### src/rtl/mem_arbiter_n.sv
// Multi-client SRAM bank arbiter with a rotating frame-buffer role table.
// Clients reach banks through their current role; read data is routed back by client tag.
module mem_arbiter_n #(
    parameter int NUM_CLIENTS = 4,
    parameter int NUM_BANKS   = 2,
    parameter int ADDR_W      = 19,
    parameter int DATA_W      = 36,
    parameter int BUF_W       = 17,
    parameter int READ_LAT    = 2,
    parameter int ARB_MODE    = 0
) (
    input  logic                          clock,
    input  logic                          reset_n,
    input  logic                          frame_flag,
    input  logic [NUM_CLIENTS-1:0]        cl_req,
    input  logic [NUM_CLIENTS-1:0]        cl_wr,
    input  logic [NUM_CLIENTS*BUF_W-1:0]  cl_addr,
    input  logic [NUM_CLIENTS*DATA_W-1:0] cl_wdata,
    output logic [NUM_CLIENTS-1:0]        cl_grant,
    output logic [NUM_CLIENTS-1:0]        cl_rvalid,
    output logic [NUM_CLIENTS*DATA_W-1:0] cl_rdata,
    output logic [NUM_BANKS*ADDR_W-1:0]   mem_addr,
    output logic [NUM_BANKS*DATA_W-1:0]   mem_wdata,
    output logic [NUM_BANKS-1:0]          mem_wr,
    input  logic [NUM_BANKS*DATA_W-1:0]   mem_rdata
);

    localparam int BANK_W = (NUM_BANKS > 1) ? $clog2(NUM_BANKS) : 1;
    localparam int CID_W  = (NUM_CLIENTS > 1) ? $clog2(NUM_CLIENTS) : 1;
    localparam int LOC_W  = CID_W;
    localparam int FULL_W = LOC_W + BUF_W;

    typedef struct packed {
        logic [BANK_W-1:0] bank;
        logic [LOC_W-1:0]  loc;
    } role_t;

    typedef struct packed {
        logic             valid;
        logic [CID_W-1:0] cid;
    } tag_t;

    role_t                  roleTable_q [NUM_CLIENTS];
    role_t                  roleTable_d [NUM_CLIENTS];
    logic [CID_W-1:0]       rrPtr_q     [NUM_BANKS];
    logic [CID_W-1:0]       rrPtr_d     [NUM_BANKS];
    tag_t                   tagPipe_q   [NUM_BANKS][READ_LAT];
    logic [NUM_CLIENTS-1:0] rvalid_q;
    logic [NUM_CLIENTS-1:0] rvalid_d;
    logic [DATA_W-1:0]      rdata_q     [NUM_CLIENTS];
    logic [DATA_W-1:0]      rdata_d     [NUM_CLIENTS];

    logic [ADDR_W-1:0]      clientAddr  [NUM_CLIENTS];
    logic [DATA_W-1:0]      clientWdata [NUM_CLIENTS];
    logic                   grantValid  [NUM_BANKS];
    logic [CID_W-1:0]       grantId     [NUM_BANKS];
    tag_t                   pushTag     [NUM_BANKS];

    // The buffer base is loc*BUF_WORDS, so the bank address is simply {loc, offset}.
    for (genvar i = 0; i < NUM_CLIENTS; i++) begin : gClient
        logic [FULL_W-1:0] fullAddr;
        assign fullAddr = {roleTable_q[i].loc, cl_addr[i*BUF_W +: BUF_W]};
        if (FULL_W >= ADDR_W) begin : gTrunc
            assign clientAddr[i] = fullAddr[ADDR_W-1:0];
        end else begin : gExt
            assign clientAddr[i] = {{(ADDR_W-FULL_W){1'b0}}, fullAddr};
        end
        assign clientWdata[i]                 = cl_wdata[i*DATA_W +: DATA_W];
        assign cl_rdata[i*DATA_W +: DATA_W]   = rdata_q[i];
    end

    // Per-bank search; round-robin starts at the bank pointer and wraps.
    always_comb begin
        int               idx;
        logic [CID_W-1:0] cand;
        idx  = 0;
        cand = '0;
        for (int b = 0; b < NUM_BANKS; b++) begin
            grantValid[b] = 1'b0;
            grantId[b]    = '0;
            for (int k = 0; k < NUM_CLIENTS; k++) begin
                idx = (ARB_MODE == 1) ? int'(rrPtr_q[b]) + k : k;
                if (idx >= NUM_CLIENTS) begin
                    idx = idx - NUM_CLIENTS;
                end
                cand = CID_W'(idx);
                if (!grantValid[b] && cl_req[cand] &&
                    roleTable_q[cand].bank == BANK_W'(b)) begin
                    grantValid[b] = 1'b1;
                    grantId[b]    = cand;
                end
            end
        end
    end

    always_comb begin
        cl_grant  = '0;
        mem_addr  = '0;
        mem_wdata = '0;
        mem_wr    = '0;
        for (int b = 0; b < NUM_BANKS; b++) begin
            rrPtr_d[b] = rrPtr_q[b];
            pushTag[b] = '0;
            if (grantValid[b]) begin
                cl_grant[grantId[b]]           = 1'b1;
                mem_addr[b*ADDR_W +: ADDR_W]   = clientAddr[grantId[b]];
                mem_wdata[b*DATA_W +: DATA_W]  = clientWdata[grantId[b]];
                mem_wr[b]                      = cl_wr[grantId[b]];
                pushTag[b].valid               = !cl_wr[grantId[b]];
                pushTag[b].cid                 = grantId[b];
                rrPtr_d[b] = (grantId[b] == CID_W'(NUM_CLIENTS - 1)) ?
                             '0 : grantId[b] + CID_W'(1);
            end
        end
    end

    // Tags carry the issuing client, so role rotation cannot misroute in-flight data.
    always_comb begin
        rvalid_d = '0;
        for (int i = 0; i < NUM_CLIENTS; i++) begin
            rdata_d[i] = rdata_q[i];
        end
        for (int b = 0; b < NUM_BANKS; b++) begin
            if (tagPipe_q[b][READ_LAT-1].valid) begin
                rvalid_d[tagPipe_q[b][READ_LAT-1].cid] = 1'b1;
                rdata_d[tagPipe_q[b][READ_LAT-1].cid]  = mem_rdata[b*DATA_W +: DATA_W];
            end
        end
    end

    always_comb begin
        for (int i = 0; i < NUM_CLIENTS; i++) begin
            roleTable_d[i] = frame_flag ? roleTable_q[(i + 1) % NUM_CLIENTS] : roleTable_q[i];
        end
    end

    always_ff @(posedge clock or negedge reset_n) begin
        if (!reset_n) begin
            for (int i = 0; i < NUM_CLIENTS; i++) begin
                roleTable_q[i].bank <= BANK_W'(i % NUM_BANKS);
                roleTable_q[i].loc  <= LOC_W'(i / NUM_BANKS);
                rdata_q[i]          <= '0;
            end
            for (int b = 0; b < NUM_BANKS; b++) begin
                rrPtr_q[b] <= '0;
                for (int k = 0; k < READ_LAT; k++) begin
                    tagPipe_q[b][k] <= '0;
                end
            end
            rvalid_q <= '0;
        end else begin
            for (int i = 0; i < NUM_CLIENTS; i++) begin
                roleTable_q[i] <= roleTable_d[i];
                rdata_q[i]     <= rdata_d[i];
            end
            for (int b = 0; b < NUM_BANKS; b++) begin
                rrPtr_q[b]      <= rrPtr_d[b];
                tagPipe_q[b][0] <= pushTag[b];
                for (int k = 1; k < READ_LAT; k++) begin
                    tagPipe_q[b][k] <= tagPipe_q[b][k-1];
                end
            end
            rvalid_q <= rvalid_d;
        end
    end

    assign cl_rvalid = rvalid_q;

endmodule

### config.mk
export PLATFORM = sky130hd
export DESIGN_NAME = mem_arbiter_n
export DESIGN_NICKNAME = d
export VERILOG_FILES = /design/src/rtl/mem_arbiter_n.sv
export SDC_FILE = /design/constraint.sdc
export NUM_CORES = 1
export LEC_CHECK = 0
export ABC_CLOCK_PERIOD_IN_PS = 3100
export CAP_MARGIN = 0
export CELL_PAD_IN_SITES_DETAIL_PLACEMENT = 1
export CELL_PAD_IN_SITES_GLOBAL_PLACEMENT = 1
export CORE_AREA = 4 4 216 218
export DETAILED_ROUTE_END_ITERATION = 10
export DIE_AREA = 0 0 220 222
export PLACE_DENSITY = 0.76
export SYNTH_ARGS = -nofsm -noshare
export SYNTH_HDL_FRONTEND = slang
export SYNTH_SLANG_ARGS = --single-unit
### constraint.sdc
create_clock -name clock -period 3.1 [get_ports clock]
set_input_delay 0.93 -clock clock [delete_from_list [all_inputs] [get_ports clock]]
set_output_delay 0.93 -clock clock [all_outputs]
set_load 0.1 [all_outputs]
==> metrics.md, run 1 <==
| Metric | Value |
|---|---|
| Sink Count | `172` |
| Relative slew slack | `0.417` |
| # rows | `78` |
| Worst R2R Setup Slack | `1270 ps` |
| Final Max Tran Viols | `0` |
| DRC | `0` |
| HPWL Detailed | `45.3 mm` |
| Routed Wire Length | `69.4 mm` |
| Worst slew pin tran | `874 ps` |
| Worst r2r dst | `cl_rdata[28]` |
| Syn nets | `1517` |
| Number of global-route vias before repair | `14422` |
| Final Cycle Share | `1.11` |
| Avg Inst Size Synth | `8.49 µm²` |
| Min Tclk post-route | `3440 ps` |
| CP Launch Point | `cl_req[3]` |
| Count of final hold-check violations | `0` |
| RSZ-0062 raised after global routing | `true` |
| First-pass GRT wire length | `94.9 mm` |
| Clock Path Buffers | `2` |
| I/O pin count | `559` |
| R2R cell count | `4` |
| Clock Pin Slew Worst Setup and Hold Paths | `70 ps` |
| Placer Congestion | `0.942` |
| Htree depth | `4` |
| Final setup skew | `14.9 ps` |
| Core area | `0.0449 mm²` |
| CTS tree | `built` |
| CP endpoint kind | `output pin` |
| Initial antenna violation count | `9` |
| Pwr Total | `13.1 mW` |
| Outcome | `complete, but fails checks` |
| CP Class | `in2out` |
| Register bit total from synthesis | `172` |
| Crit path DAT | `2510 ps` |
| CTS Hold Buffers Added | `0` |
| Pleak | `9.32 nW` |
| Vias | `13401` |
| DRT iter0 DRCs | `849` |
| Achievable Freq | `291 MHz` |
| Worst EP required | `2170 ps` |
| Initial Utilization | `0.231` |
| Pin count of the biggest net entering global routing | `66` |
| Setup WS post-layout | `-338 ps` |
| R2R Path Start | `tagPipe_q[7]` |
| Post-Syn Area | `0.0104 mm²` |
| Pre-Repair DR Iteration Count | `5` |
| Min Hold Slack | `355 ps` |
| Synth warnings | `0` |
| Die area | `0.0488 mm²` |
| Port Buffer Count | `558` |
| Crit path to | `mem_wdata[39]` |
| Failing checks | `negative setup slack` |
| Layout Nets | `2165` |
| Post-route ant nets | `0` |
| Gr usage total | `0.254` |
| CTS buffer count | `17` |
| Average wire per standard cell | `27.9 µm` |
| Area growth syn-to-layout | `125%` |
| Gr ovfl total | `0` |
| Pwr Density | `562 mW/mm²` |
| Max Cap Violations | `0` |
| Register area share after synthesis | `0.415` |
| Setup TNS | `-20350 ps` |
| Routed vias/inst | `5.39` |
| Die Ht | `222 µm` |
| Synth Instances | `1222` |
| Clk Latency, worst-skew pair | `440 ps` |
| CP Max Fanout | `5` |
| Die Wd | `220 µm` |
| Setup violators final | `113` |
| Max VDD drop | `576 µV` |
| Layout cells sized above 1 | `0.422` |
| CTS root buf | `clkbuf_16` |
| Hold Path Class | `reg2reg` |
| Distinct cells, synth | `34` |
| Filler instances | `4688` |
| CP Launch Type | `input pin` |
-- critical path: stages --
cell	delay [ps]
buf_2	170
nand2_2	120
a32oi_4	300
buf_6	170
buf_12	110
clkbuf_16	150
nor2_4	40
nor3_4	280
buf_12	220
-- cells in the mapped netlist --
cell	number	area (µm²)
nor3_1	45	225
and3b_1	1	8.76
nand3b_1	2	15.0
nand2b_1	7	43.8
o22ai_1	59	369
nand3_1	5	25.0
dfstp_2	4	105
nor2_1	58	218
clkbuf_1	57	214
and2_1	2	12.5
buf_2	40	200
a21boi_0	1	7.51
nor3_2	10	100
a21o_1	1	7.51
or2_2	1	6.26
nand2_1	262	983
a32oi_4	1	27.5
nor2b_1	2	12.5
nor3b_2	1	12.5
nor3b_1	1	7.51
a21oi_1	56	280
buf_1	9	33.8
a22oi_2	1	12.5
nand2_2	1	6.26
and3_1	1	6.26
buf_4	8	60.1
o22a_1	1	8.76
o21bai_1	1	7.51
o21ai_0	148	741
a31oi_1	56	350
dfrtp_1	168	4200
mux2_2	12	135
mux2i_1	144	1440
a221oi_1	56	490
-- kinds of logic (layout without fill, tap and decap cells) --
kind of cell    count (synthesis)  in the layout  synth area share
simple gates                  399            399             0.162
compound gates                381            381             0.222
flops                         172            172             0.415
mux                           156            156             0.152
buf+inv                       114            774            0.0489
other cells                     0              3                 0
-- area by class of cell --
| cell class | count | area [µm²] | area share |
|---|---|---|---|
| antenna | 3 | 7.51 | 0.000321 |
| clock buffer | 17 | 425 | 0.0182 |
| clock inverter | 14 | 150 | 0.00643 |
| multi-input combinational | 936 | 8620 | 0.369 |
| sequential | 172 | 4310 | 0.185 |
| tap | 600 | 751 | 0.0321 |
| timing repair buffer | 743 | 9090 | 0.389 |
-- worst min path at each step --
stage	from	to	slack, ps	cells past startpoint
5_1_grt	tagPipe_q[3]	tagPipe_q[0]	360	0
3_3_place_gp	tagPipe_q[9]	tagPipe_q[6]	330	0
4_1_cts	tagPipe_q[3]	tagPipe_q[0]	360	0
6_report	tagPipe_q[3]	tagPipe_q[0]	350	0
3_5_place_dp	tagPipe_q[3]	tagPipe_q[0]	340	0
2_1_floorplan	tagPipe_q[3]	tagPipe_q[0]	330	0
-- what timing repair did --
item / 4_1_cts / 5_1_grt
setup endpoints to repair: 115 / 112
pin swaps: 30 / 42
gates resized for setup: 217 / 104
buffers inserted: 29 / 22
gates cloned: 16 / 8
-- where the power goes --
group	internal (mW)	switching, mW	total [mW]	leakage [nW]
Clock	1.07	1.04	2.11	0.274
Sequential	2.77	0.362	3.13	2.04
Combinational	1.98	5.91	7.89	7.00
Total	5.82	7.31	13.1	9.32
-- registers in the layout (all words and copies together) (netlist names) --
signal       count
cl_rdata       144
clientAddr       8
cl_rvalid        4
roleTable_q      4
tagPipe_q       12
-- stage by stage --
stage	utilization	instances	worst slack [ps]	cell area, µm²
after floorplan	-	1222	-203	12200
after global placement	0.444	2378	-705	19900
after detailed placement	0.444	2378	-769	19900
after CTS	0.497	2452	-156	22300
after global routing	0.520	2483	-346	23300
final	0.520	2485	-338	23400
-- routing by layer --
layer | part of all wire | GRT usage | vias up | routed length, µm
met5 | 0.00071 | 0 | - | 49
met4 | 0.056 | 0.112 | 8 | 3910
met3 | 0.080 | 0.0728 | 194 | 5550
met2 | 0.50 | 0.448 | 686 | 34900
met1 | 0.36 | 0.282 | 6737 | 25000
li1 | - | - | 5776 | -
-- placed cells by master, fill, tap and decap left out, drive strengths merged, types with 2 or more instances in the layout --
master	count
a21oi	56
a221oi	56
a31oi	56
and2	2
buf	447
clkbuf	23
clkdlybuf4s50	287
clkinv	7
clkinvlp	2
dfrtp	168
dfstp	4
diode	3
dlymetal6s2s	2
inv	5
mux2	12
mux2i	144
nand2	263
nand2b	7
nand3	5
nand3b	2
nor2	58
nor2b	2
nor3	55
nor3b	2
o21ai	148
o22ai	59
Power figures use the tool's default switching activity.
==> inputs of run 2 (changes only) <==
PLACE_DENSITY = 0.68   (was 0.76)
==> metrics.md, run 2 (synthesized netlist as in run 1, its figures left out) <==
| Metric | Value |
|---|---|
| Outcome | `complete, but fails checks` |
| Failing checks | `negative setup slack` |
| I/O pin count | `559` |
| Htree depth | `4` |
| Crit path DAT | `2370 ps` |
| First-pass GRT wire length | `92.5 mm` |
| Final Max Tran Viols | `0` |
| Worst slew pin tran | `838 ps` |
| Pre-Repair DR Iteration Count | `6` |
| # rows | `78` |
| Final Cycle Share | `1.06` |
| Area growth syn-to-layout | `121%` |
| Layout Nets | `2145` |
| Pwr Density | `573 mW/mm²` |
| Die Wd | `220 µm` |
| CTS root buf | `clkbuf_16` |
| CTS buffer count | `17` |
| Die Ht | `222 µm` |
| Number of flip-flops in the largest register | `144` |
| Post-route ant nets | `0` |
| Sequential share of power | `0.237` |
| Routed Wire Length | `64.3 mm` |
| Pleak | `9.21 nW` |
| Average wire per standard cell | `26.1 µm` |
| Pin count of the biggest net entering global routing | `74` |
| Max Cap Violations | `0` |
| CP Launch Type | `input pin` |
| Vias | `12910` |
| HPWL Detailed | `43.7 mm` |
| Relative slew slack | `0.441` |
| CP Class | `in2out` |
| Routed vias/inst | `5.24` |
| Core area | `0.0449 mm²` |
| Layout cells sized above 1 | `0.422` |
| Worst slack at placement | `-719 ps` |
| Filler instances | `4692` |
| Initial Utilization | `0.231` |
| Achievable Freq | `303 MHz` |
| Clock Path Buffers | `2` |
| Highest-count cells in the layout ignoring fill and taps | `clkdlybuf4s50_1 (287), nand2_1 (258), buf_4 (221)` |
| Int Pwr | `5.98 mW` |
| Comb pwr share | `0.596` |
| Leading cell type in the layout, fill and taps excluded | `clkdlybuf4s50_1` |
| Count of final hold-check violations | `0` |
| DRC | `0` |
| Placer Congestion | `0.920` |
| Max VDD drop | `639 µV` |
| Initial antenna violation count | `8` |
| DRT iter0 DRCs | `691` |
| Sink Count | `172` |
| Hold Path Class | `reg2reg` |
| Switching Share | `0.545` |
| Clock network power share | `0.167` |
| CP endpoint kind | `output pin` |
| Port Buffer Count | `558` |
| Worst EP required | `2170 ps` |
| Finished Cell Area | `0.0229 mm²` |
| Setup WS post-layout | `-199 ps` |
| Min Hold Slack | `353 ps` |
| Number of global-route vias before repair | `14245` |
| RSZ-0062 raised after global routing | `true` |
| P_sw | `7.16 mW` |
| Gr usage total | `0.248` |
| CP Max Fanout | `14` |
| Clock Pin Slew Worst Setup and Hold Paths | `60 ps` |
| Min Tclk post-route | `3300 ps` |
| Final setup skew | `9.74 ps` |
| CTS Hold Buffers Added | `0` |
| Die area | `0.0488 mm²` |
| Setup violators final | `111` |
| Gr ovfl total | `0` |
| CTS tree | `built` |
| Setup TNS | `-12340 ps` |
| Final core utilization | `0.511` |
| Clk Latency, worst-skew pair | `440 ps` |
| Placed Area | `0.0198 mm²` |
==> run 2: layer usage <==
layer	vias to the layer above	GRT usage	share of wire
li1	5721	-	-
met5	-	0	0.00078
met3	144	0.0744	0.079
met2	554	0.438	0.51
met4	8	0.113	0.053
met1	6483	0.272	0.36
==> run 2: final timing paths <==
path | from | end | slack (ps) | cells after the start
min in group asynchronous | reset_n | cl_rdata[24] | 410 | 1
max in group asynchronous | reset_n | roleTable_q[2] | 1980 | 2
max reg2reg | tagPipe_q[1] | cl_rdata[92] | 1220 | 3
min | tagPipe_q[9] | tagPipe_q[6] | 350 | 0
min reg2reg | tagPipe_q[9] | tagPipe_q[6] | 350 | 0
max | cl_req[0] | mem_wdata[37] | -200 | 7
==> run 2: layout make-up <==
cell class | count | area (µm²) | area share
diodes | 2 | 5.00 | 0.000218
clock buffers | 18 | 439 | 0.0192
clock inverters | 14 | 158 | 0.00688
multi-input cells | 936 | 8570 | 0.374
flip-flops and latches | 172 | 4310 | 0.188
well taps | 600 | 751 | 0.0328
repair buffers | 723 | 8690 | 0.379
==> run 2: metrics by stage <==
stage / power [mW] / std cells
global placement: 10.6 / 2375
global route: 13.6 / 2465
floorplan: 8.39 / 1222
CTS: 13.2 / 2455
detailed placement: 10.7 / 2375
finish: 13.1 / 2465
==> run 2: critical path: stages <==
cell and delay (ps):
buf_12 120, a22oi_2 320, nand2_2 180, buf_6 210, a21oi_1 320, nor3_4 90, buf_12 180
==> run 2: repair_timing <==
action | CTS | global route
endpoints found under the setup margin | 115 | 113
pin swaps | 28 | 16
hold endpoints to repair | 0 | 0
setup buffers | 32 | 14
cloned | 16 | 4
resized for setup | 218 | 80
==> run 2: power by group through the flow <==
stage                     registers (mW)  logic, mW  clock network (mW)
final                               3.11       7.84                2.20
after global routing                3.17       8.07                2.35
after CTS                           3.11       7.79                2.24
after detailed placement            3.15       7.54                   0
after global placement              3.12       7.47                   0
after floorplan                     6.89       1.50                   0
